===== src/rtl/imm_gen_pipe.sv =====
`default_nettype none
// ============================================================================
//  Module      : imm_gen_pipe
//  Description : Pipelined immediate generator for the decode stage. Forms
//                the sign-extended immediate, the PC-relative target and a
//                B/J target-misalignment flag. A one-entry output register
//                and a one-entry skid buffer sustain full throughput with a
//                registered in_ready.
//  Revision    : 1.0 - initial release
// ============================================================================
module imm_gen_pipe #(
    parameter int XLEN  = 32,
    parameter int TAG_W = 5
) (
    input  logic             clk,
    input  logic             rst,
    input  logic             flush,
    input  logic             in_valid,
    output logic             in_ready,
    input  logic [24:0]      in_instr,
    input  logic [2:0]       in_sel,
    input  logic [XLEN-1:0]  in_pc,
    input  logic [TAG_W-1:0] in_tag,
    output logic             out_valid,
    input  logic             out_ready,
    output logic [XLEN-1:0]  out_imm,
    output logic [XLEN-1:0]  out_tgt,
    output logic             out_misalign,
    output logic [TAG_W-1:0] out_tag
);

    // in_instr[0] carries instruction bit 7; subtract this to index by the
    // architectural bit number.
    localparam int       c_OFS    = 7;

    localparam logic [2:0] c_SEL_I    = 3'd0;
    localparam logic [2:0] c_SEL_LD   = 3'd1;
    localparam logic [2:0] c_SEL_S    = 3'd2;
    localparam logic [2:0] c_SEL_B    = 3'd3;
    localparam logic [2:0] c_SEL_J    = 3'd4;
    localparam logic [2:0] c_SEL_LUI  = 3'd5;
    localparam logic [2:0] c_SEL_AUI  = 3'd6;
    localparam logic [2:0] c_SEL_Z    = 3'd7;

    logic [31:0]      w_imm32;
    logic [XLEN-1:0]  w_imm;
    logic [XLEN-1:0]  w_tgt;
    logic             w_mis;
    logic             w_sign;

    logic             w_accept;
    logic             w_drain;
    logic             w_out_load_in;
    logic             w_out_load_skid;
    logic             w_skid_load;
    logic             w_out_valid_nxt;
    logic             w_skid_valid_nxt;

    logic             r_out_valid;
    logic             r_skid_valid;
    logic             r_in_ready;
    logic [XLEN-1:0]  r_out_imm;
    logic [XLEN-1:0]  r_out_tgt;
    logic             r_out_mis;
    logic [TAG_W-1:0] r_out_tag;
    logic [XLEN-1:0]  r_skid_imm;
    logic [XLEN-1:0]  r_skid_tgt;
    logic             r_skid_mis;
    logic [TAG_W-1:0] r_skid_tag;

    assign w_sign = in_instr[31-c_OFS];

    // Assemble the 32-bit immediate for the selected format; every format
    // except Z is sign-extended from instruction bit 31.
    always_comb begin
        w_imm32 = '0;
        case (in_sel)
            c_SEL_I, c_SEL_LD: begin
                w_imm32 = {{20{w_sign}}, in_instr[31-c_OFS:20-c_OFS]};
            end
            c_SEL_S: begin
                w_imm32 = {{20{w_sign}}, in_instr[31-c_OFS:25-c_OFS],
                           in_instr[11-c_OFS:7-c_OFS]};
            end
            c_SEL_B: begin
                w_imm32 = {{20{w_sign}}, in_instr[7-c_OFS],
                           in_instr[30-c_OFS:25-c_OFS],
                           in_instr[11-c_OFS:8-c_OFS], 1'b0};
            end
            c_SEL_J: begin
                w_imm32 = {{12{w_sign}}, in_instr[19-c_OFS:12-c_OFS],
                           in_instr[20-c_OFS], in_instr[30-c_OFS:21-c_OFS],
                           1'b0};
            end
            c_SEL_LUI, c_SEL_AUI: begin
                w_imm32 = {in_instr[31-c_OFS:12-c_OFS], 12'h000};
            end
            c_SEL_Z: begin
                w_imm32 = {27'd0, in_instr[19-c_OFS:15-c_OFS]};
            end
            default: begin
                w_imm32 = '0;
            end
        endcase
    end

    // Z-format keeps bit 31 clear, so a uniform sign extension of the
    // 32-bit value is correct for every format on a wide datapath.
    generate
        if (XLEN > 32) begin : g_ext_wide
            assign w_imm = {{(XLEN-32){w_imm32[31]}}, w_imm32};
        end else begin : g_ext_narrow
            assign w_imm = w_imm32[XLEN-1:0];
        end
    endgenerate

    assign w_tgt = in_pc + w_imm;
    assign w_mis = w_tgt[1] & ((in_sel == c_SEL_B) | (in_sel == c_SEL_J));

    assign w_accept = in_valid & r_in_ready & ~flush;
    assign w_drain  = r_out_valid & out_ready;

    // Steering: decide where an accepted beat lands and whether the skid
    // entry moves forward. in_ready is low whenever the skid is full, so an
    // accept never coincides with a full skid.
    always_comb begin
        w_out_load_in    = 1'b0;
        w_out_load_skid  = 1'b0;
        w_skid_load      = 1'b0;
        w_out_valid_nxt  = r_out_valid;
        w_skid_valid_nxt = r_skid_valid;
        if (flush) begin
            w_out_valid_nxt  = 1'b0;
            w_skid_valid_nxt = 1'b0;
        end else if (r_skid_valid) begin
            if (w_drain) begin
                w_out_load_skid  = 1'b1;
                w_skid_valid_nxt = 1'b0;
            end
        end else if (w_accept) begin
            if (!r_out_valid || out_ready) begin
                w_out_load_in   = 1'b1;
                w_out_valid_nxt = 1'b1;
            end else begin
                w_skid_load      = 1'b1;
                w_skid_valid_nxt = 1'b1;
            end
        end else if (w_drain) begin
            w_out_valid_nxt = 1'b0;
        end
    end

    // Occupancy flags and the registered ready, which mirrors skid vacancy.
    always_ff @(posedge clk) begin
        if (rst) begin
            r_out_valid  <= 1'b0;
            r_skid_valid <= 1'b0;
            r_in_ready   <= 1'b1;
        end else begin
            r_out_valid  <= w_out_valid_nxt;
            r_skid_valid <= w_skid_valid_nxt;
            r_in_ready   <= ~w_skid_valid_nxt;
        end
    end

    // Output payload register: loads from the input or from the skid entry.
    always_ff @(posedge clk) begin
        if (rst) begin
            r_out_imm <= '0;
            r_out_tgt <= '0;
            r_out_mis <= 1'b0;
            r_out_tag <= '0;
        end else if (w_out_load_in) begin
            r_out_imm <= w_imm;
            r_out_tgt <= w_tgt;
            r_out_mis <= w_mis;
            r_out_tag <= in_tag;
        end else if (w_out_load_skid) begin
            r_out_imm <= r_skid_imm;
            r_out_tgt <= r_skid_tgt;
            r_out_mis <= r_skid_mis;
            r_out_tag <= r_skid_tag;
        end
    end

    // Skid payload register: contents only matter while r_skid_valid is set.
    always_ff @(posedge clk) begin
        if (w_skid_load) begin
            r_skid_imm <= w_imm;
            r_skid_tgt <= w_tgt;
            r_skid_mis <= w_mis;
            r_skid_tag <= in_tag;
        end
    end

    assign in_ready     = r_in_ready;
    assign out_valid    = r_out_valid;
    assign out_imm      = r_out_imm;
    assign out_tgt      = r_out_tgt;
    assign out_misalign = r_out_mis;
    assign out_tag      = r_out_tag;

endmodule
`default_nettype wire


===== config.mk =====
export PLATFORM = sky130hd
export DESIGN_NAME = imm_gen_pipe
export DESIGN_NICKNAME = d
export VERILOG_FILES = /design/src/rtl/imm_gen_pipe.sv
export SDC_FILE = /design/constraint.sdc
export NUM_CORES = 1
export LEC_CHECK = 0
export ABC_AREA = 0
export CORE_UTILIZATION = 30
export CTS_CLUSTER_DIAMETER = 50
export DETAILED_ROUTE_END_ITERATION = 8
export PLACE_DENSITY = 0.62
export SLEW_MARGIN = 20
export SYNTH_ARGS = -nofsm -noshare
export SYNTH_HDL_FRONTEND = slang
export SYNTH_SLANG_ARGS = --single-unit
export TNS_END_PERCENT = 1

===== constraint.sdc =====
create_clock -name clk -period 7.2 [get_ports clk]
set_clock_uncertainty 0.2 [all_clocks]
set_input_delay 1.44 -clock clk [delete_from_list [all_inputs] [get_ports clk]]
set_output_delay 1.44 -clock clk [all_outputs]
set_load 0.02 [all_outputs]

==> impl.org <==
** Power and ir drop
- The clock network burns between 30% and 40% of the power.
- Largest vdd supply drop :: around 0.15 mV
- Dividing total power by cell area gives a power density of 234.0 mW/mm².
- Power share of the combinational group :: 22.6%
- P_sw :: 0.0006786 W
- Per report_power, the sequential group accounts for 40.5% of the total.
- Leakage dissipation :: 3.601 nW
- Internal Dissipation :: around 0.0016 W
- Net switching is 29.81% of the power.

** Critical path
- Category of the worst setup path capture point :: flip-flop
- The worst setup path is launched from a primary input.
- Data on the critical path is required at its endpoint by 7.32 ns.
- For this design, the slowest cell found on the critical path is o21ai_0.
- Cell seen most often among critical-path stages :: o21ai_0
- Cell chain of the critical path :: clkdlybuf4s50_1 -> o21ai_0 -> and2_1 -> a21o_1 -> ha_1 -> a21oi_1 -> o21ai_0 -> or4_1 -> a32o_1 -> o211ai_1 -> nor4_1 -> a211o_1
- Slack of the worst reg-to-reg path :: 4.53 ns
- For the worst setup path, the data arrival time is 5.48 ns.
- The worst setup path is of the in2reg kind.
- Highest net fanout along the worst path :: 14
- On the worst path, the slowest cell contributes a delay of 0.73 ns.

** Die
- Die Y :: 160.1 µm
- The die covers 0.02564 mm².
- Once the floorplan was initialized, standard cells occupied 30.75% of the core.
- Die Span X :: between 150 and 200 µm
- After floorplanning, the core was divided into 57 placement rows.
- For this design the top-level I/O count stands at 142.
- Core region area :: 0.02439 mm²

** CTS
- The clock reaches the later pin of the worst-skew pair after roughly 0.43 ns.
- The clock passes through at most 2 buffers.
- CTS Root Cell :: clkbuf_16
- TritonCTS sink count :: 143
- Gates resized during post-CTS repair numbered 0.
- TritonCTS built the clock tree.
- Clock-pin slew was measured on the worst setup and hold paths at ~0.070 ns.
- Cts bufs inserted :: 17
- H-tree lvl count :: 4
- Buffers added to address setup during post-CTS repair amount to 0.
- Hold buffer count at cts :: 0

** Synth
- The top cell type by area accounts for 28.03% of the synthesized area.
- Number of enable-type register cells in the synthesized netlist :: 70
- Fraction of synthesis flops using an asynchronous set or reset pin :: 0%
- A synthesized cell averages 9.124 µm².
- The number of nets handed over by synthesis was between 900 and 1k.
- Post-synthesis xor/xnor area fraction :: 3.504%
- For this run, the number of Yosys warnings is 0.
- Simple-gate portion of the synthesized area :: 17.98%
- The most common cell in the synthesized netlist is nand2_1.
- Ranking of synthesized cells by area :: edfxtp_1 (28%), dfxtp_1 (19%), nand2_1 (8.9%)
- Post-synthesis register bit count :: 143
- Summing the areas of all compound-gate instances in the mapped netlist gives a little over a fifth of the synthesized area.
- Of the total synthesized cell area, the portion taken by full adders, half adders and majority gates is approximately 5.4%.
- Most frequent cells after synthesis :: nand2_1 (177), nor2_1 (77), dfxtp_1 (73)
- Count of cell types in the netlist :: 60
- The synthesized design spends more area on one cell type than any other, namely edfxtp_1.
- By area, the combinational part of the netlist is dominated by compound AO/OA/AOI/OAI gates.
- Share of the yosys chip area belonging to registers :: a little under half
- The cell area that synthesis handed to floorplanning was between 0.007 and 0.008 mm².
- In the synthesized netlist, the number of instances is 822.
- For this run, the leading register cell type out of synthesis is dfxtp_1.
- The portion of synthesized area spent on multiplexers is 1.268%.

** GRT
- Pin count of the biggest net entering global routing :: between 70 and 80
- The via count of the first global-routing pass is 6,260.
- Global routing finished with a remaining overflow of 0.
- Global-route total usage across every layer :: 18.02%
- Antenna violations before repair :: 0
- The first global-routing pass estimated between 30,000 and 40,000 µm of wire.

** Placed design
- Routability-driven placement congestion ratio :: 0.9125
- Worst slack at placement :: approximately 1.4 ns
- Placed wire-length estimate after detailed placement :: 16,210 µm
- The count of buffers added on input and output ports is 141.

** Timing
- Part of the cycle the worst path needs :: around three quarters
- At the pin with the least slew margin, the transition time is 0.9851 ns.
- The count of endpoints failing hold in the final timing report is 0.
- The worst path meets setup with around 1.8 ns of slack.
- Unrepaired setup endpoints after global routing :: false
- Adding up every negative setup slack in the final design gives 0 ns.
- Final setup violation count :: 0
- The max-slew violation count is 0.
- Subtracting the final worst setup slack from the clock period gives 5.366 ns.
- Worst slew margin relative to its limit :: 34.11%
- Fmax :: 186.4 MHz

** Drt
- WL per Instance :: 18.17 µm
- After detailed routing, the number of vias per cell comes to 5.211.
- The first TritonRoute pass finished after 5 iterations.
- Total wirelength of the detailed-routed design :: between 20,000 and 25,000 µm
- Number of violations reported at the end of detailed-routing iteration 0 :: 432
- The detailed router placed 6,618 vias in this run.
- The detail route stage leaves a number of antenna-violating nets equal to 0.
- Number of remaining DRC errors :: 0

** Final layout
- Fill cells :: 2,435
- Share of final-layout standard cells stronger than drive strength 1 :: 5.180%
- After the last flow step, the layout net total stands at 1,036.
- The number of antenna diodes in the final layout is 0.
- Cells fill 39.88% of the core in the end.
- Area delta synth->final :: 29.71%

** Hold path
- The worst hold path belongs to the class reg2reg.

** Flow run
- The tool flagged a number of max-cap violations equal to 0.

** Run status
- Run status :: completed
## cell usage in the layout (no fill, tap or decap), drive strengths merged, types with 10 or more instances in the layout
cell	instances
a211oi	10
a21o	20
a311oi	48
nor2	77
inv	17
nand2	177
dfxtp	73
o21ai	34
clkbuf	18
and2	11
a21oi	60
xnor2	16
edfxtp	70
clkdlybuf4s50	140
xor2	14
ha	31
nand3	13
## area by class of cell
| type | count | area (µm²) | area share, % |
|---|---|---|---|
| Tap cell | 324 | 405.4 | 4.167 |
| Timing Repair Buffer | 144 | 1431 | 14.71 |
| Sequential cell | 143 | 3563 | 36.63 |
| Clock inverter | 13 | 112.6 | 1.158 |
| Multi-Input combinational cell | 615 | 3727 | 38.32 |
| Inverter | 13 | 48.80 | 0.5016 |
| Clock buffer | 18 | 439.2 | 4.514 |
## cell families after synthesis
logic type	count (synthesis)
xor+xnor	30
buf+inv	64
simple gates	319
fa+ha+maj	32
flops	143
mux	9
compound gates	225
## worst max-delay path, delay by kind of cell
family	cells	cell delay, ns
and+or+nand+nor	3	1.03
AOI/OAI and AO/OA	7	1.98
adders and majority gates	1	0.31
buffers and inverters	1	0.70
## metrics by stage
step	area [µm²]	hold WS, ns	power [W]	instances
4_1_cts	9728	0.2826	0.002297	1270
5_1_grt	9728	0.3053	0.002375	1270
3_3_place_gp	9176	0.2674	0.001446	1239
2_1_floorplan	7505	0.2567	0.001248	822
6_report	9728	0.2764	0.002277	1270
3_5_place_dp	9176	0.2697	0.001446	1239
## state kept, by name, summed over array words and instances (netlist names)
signal / count
r_skid_mis: 1
r_skid_tag: 5
r_skid_tgt: 32
out_misalign: 1
r_skid_imm: 32
out_tgt: 32
r_skid_valid: 1
out_imm: 32
out_tag: 5
out_valid: 1
in_ready: 1
## metal layers
| metal | vias to the layer above | GRT usage, % | wire [µm] |
|---|---|---|---|
| li1 | 3223 | - | - |
| met1 | 3146 | 24.53 | 10790 |
| met2 | 221 | 28.04 | 10400 |
| met3 | 28 | 4.052 | 1478 |
| met4 | 0 | 6.104 | 409 |
| met5 | - | 0 | 0 |
## worst paths after layout
kind | to | startpoint | depth (start not counted)
worst max-delay path | out_tgt[29]$_SDFFE_PP0P_ | in_sel[1] | 12
worst min-delay path | out_imm[7]$_SDFFE_PP0P_ | r_skid_imm[7]$_DFFE_PP_ | 2
worst max register to register | out_tag[1]$_SDFFE_PP0P_ | r_skid_valid$_SDFF_PP0_ | 5
worst min register to register | out_imm[7]$_SDFFE_PP0P_ | r_skid_imm[7]$_DFFE_PP_ | 2
## power groups by stage
stage	logic, W	clock network, W	registers [W]
2_1_floorplan	0.000278	0	0.000971
3_5_place_dp	0.000507	0	0.000939
4_1_cts	0.000511	0.000864	0.000922
3_3_place_gp	0.000508	0	0.000938
5_1_grt	0.000558	0.000892	0.000925
6_report	0.000514	0.000842	0.000921
(Power assumes the default switching activity.)
